[src/rtl/apb_arbiter_pkg.sv]
// ---------------------------------------------------------------------------
// apb_arbiter_pkg
//   Shared types and width helpers for the APB arbiter slice.
//   - arb_state_e : slave-side phase sequencer states (IDLE / SETUP / ACCESS)
//   - idx_width() : width of a master index (minimum 1 bit)
//   - tmo_width() : width of the ACCESS watchdog counter, able to hold the limit
// ---------------------------------------------------------------------------
package apb_arbiter_pkg;

  typedef enum logic [1:0] {
    ST_IDLE   = 2'd0,
    ST_SETUP  = 2'd1,
    ST_ACCESS = 2'd2
  } arb_state_e;

  function automatic int idx_width(input int n);
    return (n > 1) ? $clog2(n) : 1;
  endfunction

  function automatic int tmo_width(input int cycles);
    return (cycles > 0) ? $clog2(cycles + 1) : 1;
  endfunction

endpackage

[src/rtl/rr_arbiter.sv]
// ---------------------------------------------------------------------------
// rr_arbiter
//   Purely combinational round-robin pick: returns the first asserted request
//   at or after ptr, searching cyclically. The pointer register is owned by
//   the parent so that it only advances when a transfer actually completes.
//
//   Ports
//     req        in   NUM_REQ   request vector
//     ptr        in   IDX_W     highest-priority index for this pick
//     pick_idx   out  IDX_W     chosen index (0 when nothing requests)
//     pick_valid out  1         at least one request present
// ---------------------------------------------------------------------------
module rr_arbiter
  import apb_arbiter_pkg::*;
#(
  parameter int NUM_REQ = 2,
  parameter int IDX_W   = idx_width(NUM_REQ)
) (
  input  logic [NUM_REQ-1:0] req,
  input  logic [IDX_W-1:0]   ptr,
  output logic [IDX_W-1:0]   pick_idx,
  output logic               pick_valid
);

  logic [2*NUM_REQ-1:0] req_dbl;
  logic [NUM_REQ-1:0]   req_rot;
  logic [IDX_W:0]       sum;

  // Rotating the doubled vector right by ptr puts request (ptr+k) mod N at
  // bit k, so the lowest set bit of req_rot is the round-robin winner.
  // NOTE: every variable gets a default before any branch so no path leaves
  // it unassigned; otherwise synthesis infers a latch.
  always_comb begin
    req_dbl    = {req, req};
    req_rot    = NUM_REQ'(req_dbl >> ptr);
    sum        = '0;
    pick_valid = 1'b0;
    for (int k = NUM_REQ - 1; k >= 0; k--) begin
      if (req_rot[k]) begin
        sum        = {1'b0, ptr} + (IDX_W+1)'(k);
        pick_valid = 1'b1;
      end
    end
    if (sum >= (IDX_W+1)'(NUM_REQ)) begin
      sum = sum - (IDX_W+1)'(NUM_REQ);
    end
    pick_idx = sum[IDX_W-1:0];
  end

endmodule

[src/rtl/apb_arbiter.sv]
// ---------------------------------------------------------------------------
// apb_arbiter
//   Shares one downstream APB slave port among NUM_MASTERS upstream masters.
//   Round-robin grant in IDLE, then one SETUP and one or more ACCESS cycles on
//   the slave side. Only the granted master sees PREADY/PSLVERR/PRDATA; all
//   others stall with PREADY low.
//
//   Optional feature (macro APB_ARBITER_TIMEOUT_EN): an ACCESS watchdog that
//   force-completes the transfer with an error after TIMEOUT_CYCLES wait
//   cycles. Without the macro ACCESS waits for s_pready indefinitely.
//
//   Ports
//     PCLK, PRESET                  clock, asynchronous active-high reset
//     m_psel/m_penable/m_pwrite     per-master APB control (NUM_MASTERS each)
//     m_paddr, m_pwdata             packed per-master address / write data
//     m_prdata                      shared read data (valid with m_pready)
//     m_pready, m_pslverr           per-master response
//     s_psel ... s_pwdata           slave-side request
//     s_prdata, s_pready, s_pslverr slave-side response
//     grant_valid, grant_idx        ownership status (SETUP or ACCESS)
// ---------------------------------------------------------------------------
module apb_arbiter
  import apb_arbiter_pkg::*;
#(
  parameter int NUM_MASTERS    = 2,
  parameter int APB_ADDR_WIDTH = 13,
  parameter int APB_DATA_WIDTH = 32,
  parameter int TIMEOUT_CYCLES = 64
) (
  input  logic                                  PCLK,
  input  logic                                  PRESET,
  input  logic [NUM_MASTERS-1:0]                m_psel,
  input  logic [NUM_MASTERS-1:0]                m_penable,
  input  logic [NUM_MASTERS-1:0]                m_pwrite,
  input  logic [NUM_MASTERS*APB_ADDR_WIDTH-1:0] m_paddr,
  input  logic [NUM_MASTERS*APB_DATA_WIDTH-1:0] m_pwdata,
  output logic [APB_DATA_WIDTH-1:0]             m_prdata,
  output logic [NUM_MASTERS-1:0]                m_pready,
  output logic [NUM_MASTERS-1:0]                m_pslverr,
  output logic                                  s_psel,
  output logic                                  s_penable,
  output logic                                  s_pwrite,
  output logic [APB_ADDR_WIDTH-1:0]             s_paddr,
  output logic [APB_DATA_WIDTH-1:0]             s_pwdata,
  input  logic [APB_DATA_WIDTH-1:0]             s_prdata,
  input  logic                                  s_pready,
  input  logic                                  s_pslverr,
  output logic                                  grant_valid,
  output logic [idx_width(NUM_MASTERS)-1:0]     grant_idx
);

  localparam int AW    = APB_ADDR_WIDTH;
  localparam int DW    = APB_DATA_WIDTH;
  localparam int IDX_W = idx_width(NUM_MASTERS);

  arb_state_e       state, state_next;
  logic [IDX_W-1:0] rr_ptr, grant_r, pick_idx, ptr_after;
  logic             pick_valid, xfer_done, tmo_hit;

  // Signals of the currently granted master.
  logic             sel_psel, sel_pwrite;
  logic [AW-1:0]    sel_paddr;
  logic [DW-1:0]    sel_pwdata;

  rr_arbiter #(
    .NUM_REQ (NUM_MASTERS),
    .IDX_W   (IDX_W)
  ) u_rr (
    .req        (m_psel),
    .ptr        (rr_ptr),
    .pick_idx   (pick_idx),
    .pick_valid (pick_valid)
  );

  always_comb begin
    sel_psel   = 1'b0;
    sel_pwrite = 1'b0;
    sel_paddr  = '0;
    sel_pwdata = '0;
    for (int i = 0; i < NUM_MASTERS; i++) begin
      if (grant_r == IDX_W'(i)) begin
        sel_psel   = m_psel[i];
        sel_pwrite = m_pwrite[i];
        sel_paddr  = m_paddr[i*AW +: AW];
        sel_pwdata = m_pwdata[i*DW +: DW];
      end
    end
  end

  assign ptr_after = (grant_r == IDX_W'(NUM_MASTERS - 1)) ? '0 : grant_r + 1'b1;

`ifdef APB_ARBITER_TIMEOUT_EN
  localparam int TMO_W = tmo_width(TIMEOUT_CYCLES);

  logic [TMO_W-1:0] tmo_cnt;

  // Counts ACCESS cycles that ended without s_pready; cleared outside ACCESS
  // so every transfer starts its watchdog from zero.
  assign tmo_hit = (state == ST_ACCESS) && (tmo_cnt == TMO_W'(TIMEOUT_CYCLES));

  always_ff @(posedge PCLK or posedge PRESET) begin
    if (PRESET) begin
      tmo_cnt <= '0;
    end else if (state == ST_ACCESS && !s_pready && !tmo_hit) begin
      tmo_cnt <= tmo_cnt + 1'b1;
    end else begin
      tmo_cnt <= '0;
    end
  end
`else
  assign tmo_hit = 1'b0;
`endif

  assign xfer_done = (state == ST_ACCESS) && (s_pready || tmo_hit);

  // NOTE: state registers use non-blocking assignment so every flop samples
  // the pre-edge values regardless of statement order.
  always_ff @(posedge PCLK or posedge PRESET) begin
    if (PRESET) begin
      state   <= ST_IDLE;
      rr_ptr  <= '0;
      grant_r <= '0;
    end else begin
      state <= state_next;
      if (state == ST_IDLE && pick_valid) begin
        grant_r <= pick_idx;
      end
      if (xfer_done) begin
        rr_ptr <= ptr_after;
      end
    end
  end

  always_comb begin
    state_next = state;
    unique case (state)
      ST_IDLE:   if (pick_valid) state_next = ST_SETUP;
      ST_SETUP:  state_next = ST_ACCESS;
      ST_ACCESS: if (xfer_done) state_next = ST_IDLE;
      default:   state_next = ST_IDLE;
    endcase
  end

  // A granted master that has dropped PSEL still gets its slave transfer
  // finished, but the response is withheld from it.
  always_comb begin
    s_psel    = 1'b0;
    s_penable = 1'b0;
    s_pwrite  = 1'b0;
    s_paddr   = '0;
    s_pwdata  = '0;
    m_prdata  = '0;
    m_pready  = '0;
    m_pslverr = '0;
    if (state != ST_IDLE) begin
      s_psel    = 1'b1;
      s_penable = (state == ST_ACCESS);
      s_pwrite  = sel_pwrite;
      s_paddr   = sel_paddr;
      s_pwdata  = sel_pwdata;
    end
    if (state == ST_ACCESS) begin
      m_prdata = s_prdata;
      for (int i = 0; i < NUM_MASTERS; i++) begin
        if (grant_r == IDX_W'(i)) begin
          m_pready[i]  = sel_psel & (s_pready | tmo_hit);
          m_pslverr[i] = sel_psel & ((s_pready & s_pslverr) | tmo_hit);
        end
      end
    end
  end

  assign grant_valid = (state != ST_IDLE);
  assign grant_idx   = grant_r;

endmodule

[config.mk]
export PLATFORM = sky130hd
export DESIGN_NAME = apb_arbiter
export DESIGN_NICKNAME = d
export VERILOG_FILES = /design/src/rtl/apb_arbiter_pkg.sv /design/src/rtl/rr_arbiter.sv /design/src/rtl/apb_arbiter.sv
export SDC_FILE = /design/constraint.sdc
export NUM_CORES = 1
export LEC_CHECK = 0
export ABC_AREA = 0
export CAP_MARGIN = 20
export CORE_AREA = 2 2 83 85
export CTS_BUF_LIST = sky130_fd_sc_hd__clkbuf_2 sky130_fd_sc_hd__clkbuf_4 sky130_fd_sc_hd__clkbuf_8
export CTS_CLUSTER_DIAMETER = 80
export DETAILED_ROUTE_END_ITERATION = 7
export DIE_AREA = 0 0 85 87
export GPL_ROUTABILITY_DRIVEN = 0
export PLACE_DENSITY = 0.76
export SYNTH_ARGS = -nofsm -noshare
export SYNTH_HDL_FRONTEND = slang
export SYNTH_SLANG_ARGS = --single-unit
export TNS_END_PERCENT = 100
[constraint.sdc]
create_clock -name PCLK -period 1.3 [get_ports PCLK]
set_input_delay 0.26 -clock PCLK [delete_from_list [all_inputs] [get_ports PCLK]]
set_output_delay 0.26 -clock PCLK [all_outputs]
set_load 0.01 [all_outputs]
==> reports/qor.txt <==
Power Total -> 7.24 mW
met3 wire len -> 679 um
fin util -> 57.8%
P&R area growth vs syn -> 230%
share of cells above drive strength 1 -> 40.6%
YS warnings -> 0
post-route insts no fill -> 486
CP required -> 1040 ps
Storage cell area -> 104 um2
critical path's slowest cell -> dfrtp_2
Synth top area share -> 41.7%
Die Wd -> 85 um
Final HPWL DP -> 5.24 mm
crit path DAT -> 1440 ps
final WL -> 6.89 mm
Lkg Pwr -> 1.89 nW
vias -> 2084
Synth Cell Area -> 1150 um2
Crit path largest cell delay -> 440 ps
worst slack, placed -> -582 ps
DR pass1 iterations -> 2
# DRC -> 0
Clock Latency Late Sink -> 220 ps
Final min period -> 1700 ps
Clk network pwr share -> 4.1%
vias in the first global route -> 2182
Port Buf Inserts -> 215
Avg Cell Area, Syn -> 7.06 um2
post-synth top area cell -> mux2i_1
Slew HR -> 87.6%
Setup-failing EPs final -> 86
sequential power share -> 4.0%
Psw -> 2.90 mW
I/O pin count -> 218
number of max-cap violations -> 0
top layer in use -> met4
Achievable Freq -> 589 MHz
Antenna Violating Nets Remaining -> 0
Reg clk slew, reported paths -> 30 ps
fillers -> 590
outcome -> finished with violations
Fin. Hold Viols -> 0
CTS tree -> yes
critical path peak fanout -> 4
violated checks -> setup timing
Crit Path Category -> register to output port
combinational fraction of design power -> 91.8%
CTS root buf -> clkbuf_8
flops & latches, synth -> 4
power per cell area -> 1910 nW/um2
placed cell count -> 454
Power Internal -> 4.34 mW
hold_ws -> 231 ps
Avg WL per Cell -> 14.2 um
Critical Path Most Common Cell -> buf_4
crit-path cells -> buf_4, buf_6, buf_4, nand2b_4, nor2_2, buf_2
DR WL met2 -> 3.85 mm
Hold Crit Class -> input pin to async pin
Bufs on Longest Clock Path -> 2
Mapped Cells -> 163
RSZ-0062 raised after global routing -> yes
synthesized netlist net count -> 295
n_diodes -> 0
H-tree levels -> 1
commonest cells after routing, fill and taps aside -> clkdlybuf4s50_1, buf_2, nor2_1
Switching Share -> 40.0%
Final #Nets -> 539
largest net degree at the start of global routing -> 18
fin crit share -> 131%
Sink Count -> 4
Area contributors post-synth -> mux2i_1, and2_1, nor2_1
clock skew -> 4.39 ps
first-pass GRT wire length -> 10.3 mm
total grt overflow -> 0
post-synthesis cell type count -> 19
sequential share of the synthesized area -> 8.70%
gr usage total -> 17.3%
worst-margin pin slew -> 180 ps
Setup crit start kind -> register
area used by multi-input combinational logic -> 1050 um2
CP endpoint kind -> output port
Initial Utilization -> 17.5%
Die Y -> 87 um
M1 WL -> 2.26 mm
final worst slack -> -398 ps
initial antenna violation count -> 0
hold buffer count at cts -> 0
vias per inst -> 4.29
Final Max Tran Viols -> 0
cells on worst reg2reg path -> 5
core area -> 6570 um2
Worst VDD drop -> 1.06 mV
DIE AREA -> 7400 um2
num rows -> 30
CTS Buf Count -> 3
DRT iter0 DRCs -> 41
most common cell after layout, fill and taps aside -> clkdlybuf4s50_1
[per-layer routing]
metal,up-vias,global-route usage (%)
li1,1017,-
met1,917,16.4
met2,140,35.9
met3,10,4.64
met4,0,4.76
met5,-,0
[synthesized netlist by cell type, drive strengths merged]
library cell and n:
nor2 51, mux2i 48, and2 32, buf 13, dfrtp 4, inv 3, clkbuf 2, nand2b 2
a211oi 1, a2bb2oi 1, nand2 1, nand3b 1, nand4b 1, nor2b 1, nor3b 1, o21a 1
[area by class of cell]
class                      count  area share (%)
multi-input combinational    141            27.8
sequential                     4            2.74
inverter                       3           0.363
timing repair buffer         254            65.2
clock buffer                   4            1.29
tap                           80            2.64
[path summary, 6_finish.rpt]
path,slack [ps],from,to
worst min-delay path,230,PRESET,grant_idx$_DFFE_PP0P_
min in group PCLK,530,rr_ptr$_DFFE_PP0P_,rr_ptr$_DFFE_PP0P_
worst max-delay path,-400,grant_idx$_DFFE_PP0P_,m_pslverr[0]
worst min register to register,530,rr_ptr$_DFFE_PP0P_,rr_ptr$_DFFE_PP0P_
worst max register to register,60,state[0]$_DFFE_PP0P_,rr_ptr$_DFFE_PP0P_
max in group asynchronous,900,PRESET,state[0]$_DFFE_PP0P_
[what timing repair did]
item	in CTS	in global routing
endpoints found under the setup margin	86	87
gates resized for setup	385	44
gates cloned	9	0
pin swaps	15	14
setup buffers	19	4
[worst max-delay path, delay by kind of cell (launching register included)]
kind | cells | cell delay [ps]
DFF | 1 | 440
and+or+nand+nor | 2 | 240
buffers and inverters | 4 | 540
[metrics by stage]
step | TNS, ps | instance area (um2)
floorplan | 0 | 1170
detailed placement | -34040 | 3460
CTS | -23820 | 3710
global route | -28020 | 3790
finish | -22530 | 3790
global placement | -33140 | 3460
[kinds of logic after synthesis]
family | count (synthesis) | synth area share, %
simple gates | 90 | 38.9
mux | 48 | 41.7
buf+inv | 18 | 8.59
flops | 4 | 8.70
compound gates | 3 | 2.07
[power groups by stage]
stage                     clock, mW  combinational (mW)  sequential, mW
after floorplan                   0                2.55           0.283
after global placement            0                5.41           0.290
after detailed placement          0                5.44           0.294
after CTS                     0.311                6.73           0.280
after global routing          0.322                7.10           0.298
final                         0.298                6.65           0.293
[registers in the layout, indices dropped and copies added (netlist names)]
name	cells
state	2
grant_idx	1
rr_ptr	1
No activity file was read; power rests on OpenSTA's default activity.
==> RTL change, RTL diff (config.mk and constraints unchanged) <==
Set the parameter `NUM_MASTERS` to 1 (it was 2).
--- a/src/rtl/apb_arbiter.sv
+++ b/src/rtl/apb_arbiter.sv
@@ -22,7 +22,7 @@
 module apb_arbiter
   import apb_arbiter_pkg::*;
 #(
-  parameter int NUM_MASTERS    = 2,
+  parameter int NUM_MASTERS    = 1,
   parameter int APB_ADDR_WIDTH = 13,
   parameter int APB_DATA_WIDTH = 32,
   parameter int TIMEOUT_CYCLES = 64
Ports: changed (7 resized); port bits go from 218 to 168. The function was not compared with the original's and may differ.
==> RTL change against the original RTL <==
Combinational power fell by 36%. The run still ends with setup timing left. Design area down 26%. Sequential power down 58%. Setup slack improved by 0.035 ns. Critical endpoint is now s_paddr[12]. Clock skew is 0.0025 ns lower. Critical path depth up 1. Worst hold slack lost 0.016 ns. Wire length fell by 28%. Largest cell class unchanged. Total power shrank 36%. Critical path type unchanged. Via count shrank 33%. Sequential cell count is 2 lower. Area after synthesis down 41%.
==> RTL change: results (changes against the original RTL) <==
outcome finished with violations (unchanged); failing checks setup timing (unchanged); #MultiIn Comb 86 (was 141); wire per inst 13.5 um (was 14.2 um); first-pass GRT wire length 6.04 mm (was 10.3 mm); Syn Inst Count 100 (was 163); DR vias/cell 3.80 (was 4.29); Placed Instances 341 (was 454); final setup fails 83 (was 86); reg2reg end state[0] (was rr_ptr); Signal inverters 2 (was 3); placed instance area 2430 um^2 (was 3460 um^2); final worst setup slack -0.363 ns (was -0.398 ns); Mapped Nets 184 (was 295); largest net degree at the start of global routing 34 (was 18); Yosys cell types 14 (was 19); Sequential Area 51.3 um^2 (was 104 um^2); gr usage total 10.3% (was 17.3%); Static Leakage 1.35 nW (was 1.89 nW); Iteration-0 DRC Markers 7 (was 41); Syn Area/Cell 6.78 um^2 (was 7.06 um^2); sequential fraction of the synthesis area 7.38% (was 8.70%); Min Hold Slack 0.216 ns (was 0.231 ns); Non-clock buffer share 67.9% (was 65.2%); main combinational cell family by area after synthesis simple AND/OR/NAND/NOR gates (was multiplexers); Routed WL 4.95 mm (was 6.89 mm); Clock Skew 0.00188 ns (was 0.00439 ns); num sequential 2 (was 4); crit path max fanout 6 (was 4); vias in the first global route 1,302 (was 2,182); post-synthesis compound-gate area fraction 0% (was 2.07%); IO buf count 165 (was 215); multi-input gate share of total cell area 24.9% (was 27.8%); Post-Place Worst Slack -0.456 ns (was -0.582 ns); fin util 42.5% (was 57.8%); Synth area leaders nor2b_1 (42%), and2_1 (30%), dfrtp_1 (7.4%), buf_6 (5.0%), buf_2 (3.7%) (was mux2i_1 (42%), and2_1 (17%), nor2_1 (16%), dfrtp_1 (8.7%), buf_2 (4.3%))
[RTL change: changes by cell type in the layout (fill, tap and decap cells not counted), sizes merged, moves of 2 or more]
cell,delta
nor2b,+46
dfrtp,-2
clkdlybuf4s50,-47
mux2i,-47
nor2,-50
buf,-18
clkbuf,+4
[RTL change: cell families (layout without fill, tap and decap cells)]
kind of cell / Yosys count / after routing
buffers and inverters: 12 / 200
DFF: 2 / 2
muxes: 1 / 1
other: 1 / 1
and+or+nand+nor: 84 / 84
[RTL change: worst max-delay path: stages, from the launching register on]
cell	delay [ns]
dfrtp_1	0.39
nor2_4	0.06
buf_12	0.14
buf_8	0.13
buf_6	0.12
buf_6	0.11
nor2b_1	0.10
buf_2	0.14
[RTL change: routing by layer]
metal | up-vias | share of wire [%] | wire, um | GRT usage [%]
li1 | 672 | - | - | -
met1 | 605 | 32 | 1590 | 8.73
met2 | 119 | 52 | 2580 | 21.2
met3 | 4 | 15 | 754 | 4.83
met4 | 0 | 0.65 | 32 | 2.60
met5 | - | 0 | 0 | 0
[RTL change: power breakdown]
| group | switching (mW) | leakage [nW] | total [mW] | internal (mW) |
|---|---|---|---|---|
| Clock | 0.0473 | 0.0216 | 0.243 | 0.196 |
| Combinational | 1.66 | 1.31 | 4.24 | 2.58 |
| Sequential | 0.0348 | 0.0242 | 0.123 | 0.0884 |
[RTL change: worst max path at each step]
stage,from,endpoint,slack (ns),cells past startpoint
6_report,state[1],s_paddr[12],-0.36,7
3_5_place_dp,state[0],s_pwdata[20],-0.46,4
4_1_cts,state[0],s_pwdata[31],-0.52,4
5_1_grt,state[1],s_paddr[12],-0.45,7
3_3_place_gp,m_pwdata[12],s_pwdata[12],-0.45,3
2_1_floorplan,state[0],s_psel,0.008,4
